**src/rtl/mips_multicycle_control_pkg.sv**
```systemverilog
// Shared constants for the multicycle MIPS controller: opcodes, FSM state codes,
// and the field encodings for aluop, alusrcb and pcsrc.
package mips_ctrl_pkg;

  localparam logic [5:0] OP_RTYPE = 6'b000000;
  localparam logic [5:0] OP_LW    = 6'b100011;
  localparam logic [5:0] OP_SW    = 6'b101011;
  localparam logic [5:0] OP_BEQ   = 6'b000100;
  localparam logic [5:0] OP_ADDI  = 6'b001000;
  localparam logic [5:0] OP_ORI   = 6'b001101;
  localparam logic [5:0] OP_SLTI  = 6'b001010;
  localparam logic [5:0] OP_J     = 6'b000010;

  // Codes 14 and 15 are unused; they decode like S_IDLE and recover to S_FETCH.
  typedef enum logic [3:0] {
    S_IDLE   = 4'd0,
    S_FETCH  = 4'd1,
    S_DECODE = 4'd2,
    S_MEMADR = 4'd3,
    S_MEMRD  = 4'd4,
    S_MEMWB  = 4'd5,
    S_MEMWR  = 4'd6,
    S_RTYPE  = 4'd7,
    S_ALUWB  = 4'd8,
    S_IEXEC  = 4'd9,
    S_IWB    = 4'd10,
    S_BEQ    = 4'd11,
    S_JUMP   = 4'd12,
    S_TRAP   = 4'd13
  } state_t;

  localparam logic [2:0] ALUOP_ADD   = 3'b000;
  localparam logic [2:0] ALUOP_SUB   = 3'b001;
  localparam logic [2:0] ALUOP_FUNCT = 3'b010;
  localparam logic [2:0] ALUOP_OR    = 3'b011;
  localparam logic [2:0] ALUOP_SLT   = 3'b100;

  localparam logic [1:0] SRCB_RT      = 2'b00;
  localparam logic [1:0] SRCB_FOUR    = 2'b01;
  localparam logic [1:0] SRCB_IMM     = 2'b10;
  localparam logic [1:0] SRCB_IMM_SH2 = 2'b11;

  localparam logic [1:0] PCSRC_ALU    = 2'b00;
  localparam logic [1:0] PCSRC_ALUOUT = 2'b01;
  localparam logic [1:0] PCSRC_JUMP   = 2'b10;

endpackage

```
**src/rtl/mips_multicycle_control_if.sv**
```systemverilog
// Controller <-> datapath bundle: opcode and memory handshake in, control strobes out.
interface mips_multicycle_control_if #(
  parameter int OPCODE_W = 6,
  parameter int ALUOP_W  = 3
);
  logic [OPCODE_W-1:0] opcode;
  logic                mem_ready;
  logic                pcwrite;
  logic                pcwritecond;
  logic                iord;
  logic                memread;
  logic                memwrite;
  logic                irwrite;
  logic                memtoreg;
  logic                regdst;
  logic                regwrite;
  logic                alusrca;
  logic [1:0]          alusrcb;
  logic [1:0]          pcsrc;
  logic [ALUOP_W-1:0]  aluop;
  logic                illegal;
  logic [3:0]          state;

  modport master (
    input  opcode, mem_ready,
    output pcwrite, pcwritecond, iord, memread, memwrite, irwrite, memtoreg,
           regdst, regwrite, alusrca, alusrcb, pcsrc, aluop, illegal, state
  );

  modport slave (
    output opcode, mem_ready,
    input  pcwrite, pcwritecond, iord, memread, memwrite, irwrite, memtoreg,
           regdst, regwrite, alusrca, alusrcb, pcsrc, aluop, illegal, state
  );
endinterface

```
**src/rtl/mips_multicycle_control_outdec.sv**
```systemverilog
// Moore output decoder: control strobes from the current state; only the fetch-cycle
// PC/IR loads look at mem_ready, and the I-type ALU op at the latched opcode.
module mips_ctrl_outdec
  import mips_ctrl_pkg::*;
#(
  parameter int OPCODE_W = 6,
  parameter int ALUOP_W  = 3
) (
  input  state_t              i_state,
  input  logic                i_mem_ready,
  input  logic [OPCODE_W-1:0] i_opcode,
  output logic                o_pcwrite,
  output logic                o_pcwritecond,
  output logic                o_iord,
  output logic                o_memread,
  output logic                o_memwrite,
  output logic                o_irwrite,
  output logic                o_memtoreg,
  output logic                o_regdst,
  output logic                o_regwrite,
  output logic                o_alusrca,
  output logic [1:0]          o_alusrcb,
  output logic [1:0]          o_pcsrc,
  output logic [ALUOP_W-1:0]  o_aluop,
  output logic                o_illegal
);

  always_comb begin
    // NOTE: every output gets a default before the case so no path leaves one unassigned (no latches).
    o_pcwrite     = 1'b0;
    o_pcwritecond = 1'b0;
    o_iord        = 1'b0;
    o_memread     = 1'b0;
    o_memwrite    = 1'b0;
    o_irwrite     = 1'b0;
    o_memtoreg    = 1'b0;
    o_regdst      = 1'b0;
    o_regwrite    = 1'b0;
    o_alusrca     = 1'b0;
    o_alusrcb     = SRCB_RT;
    o_pcsrc       = PCSRC_ALU;
    o_aluop       = ALUOP_W'(ALUOP_ADD);
    o_illegal     = 1'b0;
    case (i_state)
      S_FETCH: begin
        o_memread = 1'b1;
        o_alusrcb = SRCB_FOUR;
        o_irwrite = i_mem_ready;
        o_pcwrite = i_mem_ready;
      end
      S_DECODE: o_alusrcb = SRCB_IMM_SH2;
      S_MEMADR: begin
        o_alusrca = 1'b1;
        o_alusrcb = SRCB_IMM;
      end
      S_MEMRD: begin
        o_iord    = 1'b1;
        o_memread = 1'b1;
      end
      S_MEMWB: begin
        o_regwrite = 1'b1;
        o_memtoreg = 1'b1;
      end
      S_MEMWR: begin
        o_iord     = 1'b1;
        o_memwrite = 1'b1;
      end
      S_RTYPE: begin
        o_alusrca = 1'b1;
        o_aluop   = ALUOP_W'(ALUOP_FUNCT);
      end
      S_ALUWB: begin
        o_regwrite = 1'b1;
        o_regdst   = 1'b1;
      end
      S_IEXEC: begin
        o_alusrca = 1'b1;
        o_alusrcb = SRCB_IMM;
        if (i_opcode == OPCODE_W'(OP_ORI))       o_aluop = ALUOP_W'(ALUOP_OR);
        else if (i_opcode == OPCODE_W'(OP_SLTI)) o_aluop = ALUOP_W'(ALUOP_SLT);
      end
      S_IWB: o_regwrite = 1'b1;
      S_BEQ: begin
        o_alusrca     = 1'b1;
        o_aluop       = ALUOP_W'(ALUOP_SUB);
        o_pcwritecond = 1'b1;
        o_pcsrc       = PCSRC_ALUOUT;
      end
      S_JUMP: begin
        o_pcwrite = 1'b1;
        o_pcsrc   = PCSRC_JUMP;
      end
      S_TRAP: o_illegal = 1'b1;
      default: ;
    endcase
  end

endmodule

```
**src/rtl/mips_multicycle_control.sv**
```systemverilog
// Multicycle MIPS main controller: state register, decode-time opcode latch and
// next-state sequencing; control outputs come from mips_ctrl_outdec.
module mips_multicycle_control
  import mips_ctrl_pkg::*;
#(
  parameter int OPCODE_W  = 6,
  parameter int ALUOP_W   = 3,
  parameter bit TRAP_HALT = 1'b1
) (
  input  logic                      clk,
  input  logic                      rst_n,
  mips_multicycle_control_if.master bus
);

  state_t              r_state;
  state_t              w_next;
  logic [OPCODE_W-1:0] r_opcode;

  // NOTE: sequential state uses non-blocking assignments so every flop samples pre-edge values.
  always_ff @(posedge clk or negedge rst_n) begin
    if (!rst_n) begin
      r_state  <= S_IDLE;
      r_opcode <= '0;
    end else begin
      r_state <= w_next;
      if (r_state == S_DECODE) r_opcode <= bus.opcode;
    end
  end

  always_comb begin
    w_next = S_FETCH;
    case (r_state)
      S_FETCH:  w_next = bus.mem_ready ? S_DECODE : S_FETCH;
      S_DECODE: begin
        case (bus.opcode)
          OPCODE_W'(OP_RTYPE):                                         w_next = S_RTYPE;
          OPCODE_W'(OP_LW), OPCODE_W'(OP_SW):                          w_next = S_MEMADR;
          OPCODE_W'(OP_BEQ):                                           w_next = S_BEQ;
          OPCODE_W'(OP_ADDI), OPCODE_W'(OP_ORI), OPCODE_W'(OP_SLTI):   w_next = S_IEXEC;
          OPCODE_W'(OP_J):                                             w_next = S_JUMP;
          default:                                                     w_next = S_TRAP;
        endcase
      end
      // Later states consult the latched opcode so a changing IR bus cannot redirect them.
      S_MEMADR: w_next = (r_opcode == OPCODE_W'(OP_LW)) ? S_MEMRD : S_MEMWR;
      S_MEMRD:  w_next = bus.mem_ready ? S_MEMWB : S_MEMRD;
      S_MEMWR:  w_next = bus.mem_ready ? S_FETCH : S_MEMWR;
      S_RTYPE:  w_next = S_ALUWB;
      S_IEXEC:  w_next = S_IWB;
      S_TRAP:   w_next = TRAP_HALT ? S_TRAP : S_FETCH;
      default:  w_next = S_FETCH;
    endcase
  end

  assign bus.state = r_state;

  mips_ctrl_outdec #(
    .OPCODE_W (OPCODE_W),
    .ALUOP_W  (ALUOP_W)
  ) u_outdec (
    .i_state       (r_state),
    .i_mem_ready   (bus.mem_ready),
    .i_opcode      (r_opcode),
    .o_pcwrite     (bus.pcwrite),
    .o_pcwritecond (bus.pcwritecond),
    .o_iord        (bus.iord),
    .o_memread     (bus.memread),
    .o_memwrite    (bus.memwrite),
    .o_irwrite     (bus.irwrite),
    .o_memtoreg    (bus.memtoreg),
    .o_regdst      (bus.regdst),
    .o_regwrite    (bus.regwrite),
    .o_alusrca     (bus.alusrca),
    .o_alusrcb     (bus.alusrcb),
    .o_pcsrc       (bus.pcsrc),
    .o_aluop       (bus.aluop),
    .o_illegal     (bus.illegal)
  );

endmodule

```
**src/flat_wrapper.sv**
```systemverilog
// flat-port wrapper written by rule: the top's interface ports become plain ports
module mips_multicycle_control_flat import mips_ctrl_pkg::*;
#(
  parameter int OPCODE_W  = 6,
  parameter int ALUOP_W   = 3,
  parameter bit TRAP_HALT = 1'b1
)
  (clk, rst_n, bus_opcode, bus_mem_ready, bus_pcwrite, bus_pcwritecond, bus_iord, bus_memread, bus_memwrite, bus_irwrite, bus_memtoreg, bus_regdst, bus_regwrite, bus_alusrca, bus_alusrcb, bus_pcsrc, bus_aluop, bus_illegal, bus_state);
  mips_multicycle_control_if #(.OPCODE_W(OPCODE_W), .ALUOP_W(ALUOP_W)) bus_i ();
  input  logic clk;
  input  logic rst_n;
  input wire logic [$bits(bus_i.opcode)-1:0] bus_opcode;
  input wire logic [$bits(bus_i.mem_ready)-1:0] bus_mem_ready;
  output wire logic [$bits(bus_i.pcwrite)-1:0] bus_pcwrite;
  output wire logic [$bits(bus_i.pcwritecond)-1:0] bus_pcwritecond;
  output wire logic [$bits(bus_i.iord)-1:0] bus_iord;
  output wire logic [$bits(bus_i.memread)-1:0] bus_memread;
  output wire logic [$bits(bus_i.memwrite)-1:0] bus_memwrite;
  output wire logic [$bits(bus_i.irwrite)-1:0] bus_irwrite;
  output wire logic [$bits(bus_i.memtoreg)-1:0] bus_memtoreg;
  output wire logic [$bits(bus_i.regdst)-1:0] bus_regdst;
  output wire logic [$bits(bus_i.regwrite)-1:0] bus_regwrite;
  output wire logic [$bits(bus_i.alusrca)-1:0] bus_alusrca;
  output wire logic [$bits(bus_i.alusrcb)-1:0] bus_alusrcb;
  output wire logic [$bits(bus_i.pcsrc)-1:0] bus_pcsrc;
  output wire logic [$bits(bus_i.aluop)-1:0] bus_aluop;
  output wire logic [$bits(bus_i.illegal)-1:0] bus_illegal;
  output wire logic [$bits(bus_i.state)-1:0] bus_state;
  assign bus_i.opcode = bus_opcode;
  assign bus_i.mem_ready = bus_mem_ready;
  assign bus_pcwrite = bus_i.pcwrite;
  assign bus_pcwritecond = bus_i.pcwritecond;
  assign bus_iord = bus_i.iord;
  assign bus_memread = bus_i.memread;
  assign bus_memwrite = bus_i.memwrite;
  assign bus_irwrite = bus_i.irwrite;
  assign bus_memtoreg = bus_i.memtoreg;
  assign bus_regdst = bus_i.regdst;
  assign bus_regwrite = bus_i.regwrite;
  assign bus_alusrca = bus_i.alusrca;
  assign bus_alusrcb = bus_i.alusrcb;
  assign bus_pcsrc = bus_i.pcsrc;
  assign bus_aluop = bus_i.aluop;
  assign bus_illegal = bus_i.illegal;
  assign bus_state = bus_i.state;
  mips_multicycle_control #(.OPCODE_W(OPCODE_W), .ALUOP_W(ALUOP_W), .TRAP_HALT(TRAP_HALT)) u_core (.clk(clk), .rst_n(rst_n), .bus(bus_i));
endmodule
```
**config.mk**
```make
export PLATFORM = sky130hd
export DESIGN_NAME = mips_multicycle_control_flat
export DESIGN_NICKNAME = d
export VERILOG_FILES = /design/src/rtl/mips_multicycle_control_pkg.sv /design/src/rtl/mips_multicycle_control_if.sv /design/src/rtl/mips_multicycle_control_outdec.sv /design/src/rtl/mips_multicycle_control.sv /design/src/flat_wrapper.sv
export SDC_FILE = /design/constraint.sdc
export NUM_CORES = 1
export LEC_CHECK = 0
export CORE_MARGIN = 3
export CORE_UTILIZATION = 37
export DETAILED_ROUTE_END_ITERATION = 16
export PLACE_DENSITY = 0.83
export SETUP_SLACK_MARGIN = 0.05
export SLEW_MARGIN = 20
export SYNTH_ARGS = -nofsm -noshare
export SYNTH_HDL_FRONTEND = slang
export SYNTH_SLANG_ARGS = --single-unit
export TNS_END_PERCENT = 30
```
**constraint.sdc**
```tcl
create_clock -name clk -period 1.3 [get_ports clk]
set_input_delay 0.325 -clock clk [delete_from_list [all_inputs] [get_ports clk]]
set_output_delay 0.325 -clock clk [all_outputs]
set_load 0.01 [all_outputs]
```
==> results of run 1 <==
[report_power, final]
part | switching [uW] | internal [uW]
Clock | 124 | 171
Combinational | 1280 | 1570
Sequential | 178 | 471
Total | 1580 | 2210
[layout by cell type (no fill, tap or decap), drive strengths merged, types with 3 or more instances in the layout]
| cell | instances |
|---|---|
| nand2b | 4 |
| buf | 70 |
| nand2 | 8 |
| dfrtp | 10 |
| a31oi | 3 |
| clkdlybuf4s50 | 8 |
| nor2b | 4 |
| o21ai | 4 |
| mux2 | 6 |
| nor3 | 6 |
| a21oi | 4 |
| nor2 | 16 |
| clkbuf | 4 |
[repair_timing]
| item | in CTS | in global routing |
|---|---|---|
| buffers inserted | 13 | 5 |
| hold buffers | 0 | 0 |
| endpoints found under the setup margin | 32 | 32 |
| pin swaps | 11 | 11 |
| gates resized for setup | 129 | 28 |
| cloned | 1 | 0 |
| endpoints found under the hold margin | 0 | 0 |
[routing by layer]
layer / share of wire / up-vias
met5: 0 / -
met1: 0.39 / 525
met3: 0.048 / 5
met2: 0.54 / 40
met4: 0.021 / 0
li1: - / 511
[sequential cells by signal, summed over array words and instances, names as in the netlist]
| name | flops |
|---|---|
| u_core.bus.state | 4 |
| u_core.r_opcode | 6 |
[critical path, delay by kind of cell, from the launching register on]
| kind | cells | cell delay (ns) |
|---|---|---|
| DFF | 1 | 0.41 |
| and+or+nand+nor | 3 | 0.45 |
| buffers and inverters | 1 | 0.12 |
| AOI/OAI and AO/OA | 1 | 0.21 |
[worst max-delay path by stage]
stage                         endpoint                           start  cells past startpoint
after detailed placement  bus_aluop[1]  u_core.r_opcode[4]$_DFFE_PN0P_                      5
after floorplan           bus_aluop[2]   u_core.bus.state[1]$_DFF_PN0_                      5
after global placement    bus_aluop[1]  u_core.r_opcode[5]$_DFFE_PN0P_                      5
after global routing      bus_aluop[1]  u_core.r_opcode[4]$_DFFE_PN0P_                      5
after CTS                 bus_aluop[1]  u_core.r_opcode[4]$_DFFE_PN0P_                      5
final                     bus_aluop[1]  u_core.r_opcode[4]$_DFFE_PN0P_                      5
[logic make-up (layout without fill, tap and decap cells)]
logic type	after synthesis	after routing	share of synthesized area
flops	10	10	0.3135
simple gates	49	49	0.3386
mux	7	7	0.09717
compound gates	22	22	0.1834
buf+inv	9	84	0.05643
xor+xnor	1	1	0.01097
[layout make-up]
class                      count  area (sq um)  share of cell area
sequential                    10         255.2              0.1518
multi-input combinational     79         695.7              0.4137
tap                           27         33.78             0.02009
inverter                       2         10.01            0.005952
clock buffer                   4         36.28             0.02158
timing repair buffer          78         650.6              0.3869
[stage by stage]
stage / instance area, sq um / instances
3_5_place_dp: 1388 / 182
3_3_place_gp: 1388 / 182
2_1_floorplan: 847.1 / 98
6_report: 1682 / 200
5_1_grt: 1682 / 200
4_1_cts: 1556 / 200
==> reports/qor.yml, run 1 <==
logic_synthesis:
  synthCells: 98
  synth_top_area_share: 0.3135
  syn_avg_cell_area_sq_um: 8.146
  synth_seq_cells: 10
  yosys_warnings: 0
  yosys.area.top_type: "dfrtp_1"
  ys_seq_area_frac: 0.3135
  netlist_top_cells_area: "dfrtp_1 31%, mux2_2 8.5%, nor2_1 7.1%, buf_2 3.8%, nand2_1 3.8%"
  synth_edf_count: 0
  synth_commonest_cells: "15 x nor2_1, 10 x dfrtp_1, 8 x nand2_1"
  syn-cell-area_sq_um: 798.3
  yosys.cell_count.top_type: "nor2_1"
  async_flop_share: 1.000
  syn_nets: 107
  ys.flop_type: "dfrtp_1"
  synth.distinct_cells: 35
critical_path:
  crit_slowest_cell: "dfrtp_1"
  crit_fanout: 2
  critical_path_class: "flop to output port"
  crit_chain: "nor2b_4 -> nand4b_1 -> o31ai_1 -> and2_1 -> buf_2"
  cpPeakStageDelay_ns: 0.41
  worstRegToRegCells: 6
  r2r_slack_ns: -0.25
  cp-end-kind: "output port"
  worstSetupStartpointType: "flop"
  crit_required_ns: 0.98
  r2r-end: "u_core.r_opcode[3]$_DFFE_PN0P_"
  rr_startpoint: "u_core.bus.state[2]$_DFF_PN0_"
  cp.arrival_ns: 1.48
die:
  std_cell_rows: 16
  num_io_pins: 31
  dieHeight_microns: 52.45
  dieArea_sq_mm: 0.002751
  coreArea_sq_mm: 0.002002
  start_util: 0.3988
  die_w_microns: 52.45
pwr:
  p_total_uw: 3786
  powerDensity_mw_per_mm2: 2251
  p_leak_uw: 0.0007785
  irDropWorstVdd_mv: 1.598
placement:
  hpwlAfterDp_mm: 1.978
  port_buffers: 30
  place_ws_ns: -0.5779
  gp_congestion: 0.8445
global_route:
  grt_antenna_before_repair: 0
  grtUsageMet3: 0.03989
  grt_first_pass_wirelength_mm: 5.112
  grt_pass1_vias: 1074
  use_met2: 0.4917
  grt_overflow_total: 0
  grt.total_usage: 0.2542
  use_met1: 0.2623
  busiest_layer: "met2"
  grt_max_degree: 11
job:
  maxCapViolCount: 0
sta:
  rsz0062_at_grt: "true"
  hold_viol_final: 0
  worst_pin_slew_ns: 0.3233
  hold_ws_ns: 0.3249
  setup_tns_ns: -8.105
  skew_ns: 0.006090
  timing.final.ws_setup_ns: -0.5033
  slew_viol_final: 0
  setup_viol: 31
  slew_headroom: 0.7816
  max_clock_freq_mhz: 554.5
  period_share: 1.387
  period_minus_slack_ns: 1.803
cts:
  clk_pin_slew_ns: 0.07
  cts_tree: "built"
  root_buffer: "clkbuf_4"
  clkLatencyLatePin_ns: 0.28
  cts_max_path_buffers: 2
  htree_levels: 1
  cts_sinks: 10
  numCtsBuffers: 3
cells_and_area:
  area_growth_pct: 110.7
  nFillCells: 112
  layout.core_utilization: 0.8400
  drive_above_1_share: 0.6705
  antenna_cells: 0
  final_nets: 183
drt:
  dr_total_vias: 1081
  drtPass1Iterations: 4
  drcViolationCount: 0
  wl_per_cell_microns: 16.56
  viasPerCell: 5.405
  drt_iter0_drc: 24
  wl_mm: 3.311
  ant_nets: 0
status:
  violations: "setup timing"
  status: "finished with violations"
worst_hold_path:
  min_path_type: "input port to async pin"
Power figures use the tool's default switching activity.
==> run 2: changes to the inputs <==
--- a/config.mk
+++ b/config.mk
@@ -8,6 +8,7 @@
 export CORE_MARGIN = 3
 export CORE_UTILIZATION = 37
 export DETAILED_ROUTE_END_ITERATION = 16
+export GPL_ROUTABILITY_DRIVEN = 0
 export PLACE_DENSITY = 0.83
 export SETUP_SLACK_MARGIN = 0.05
 export SLEW_MARGIN = 20
==> results of run 2 <==
Final layout, timing and power as in run 1 (identical DEF).
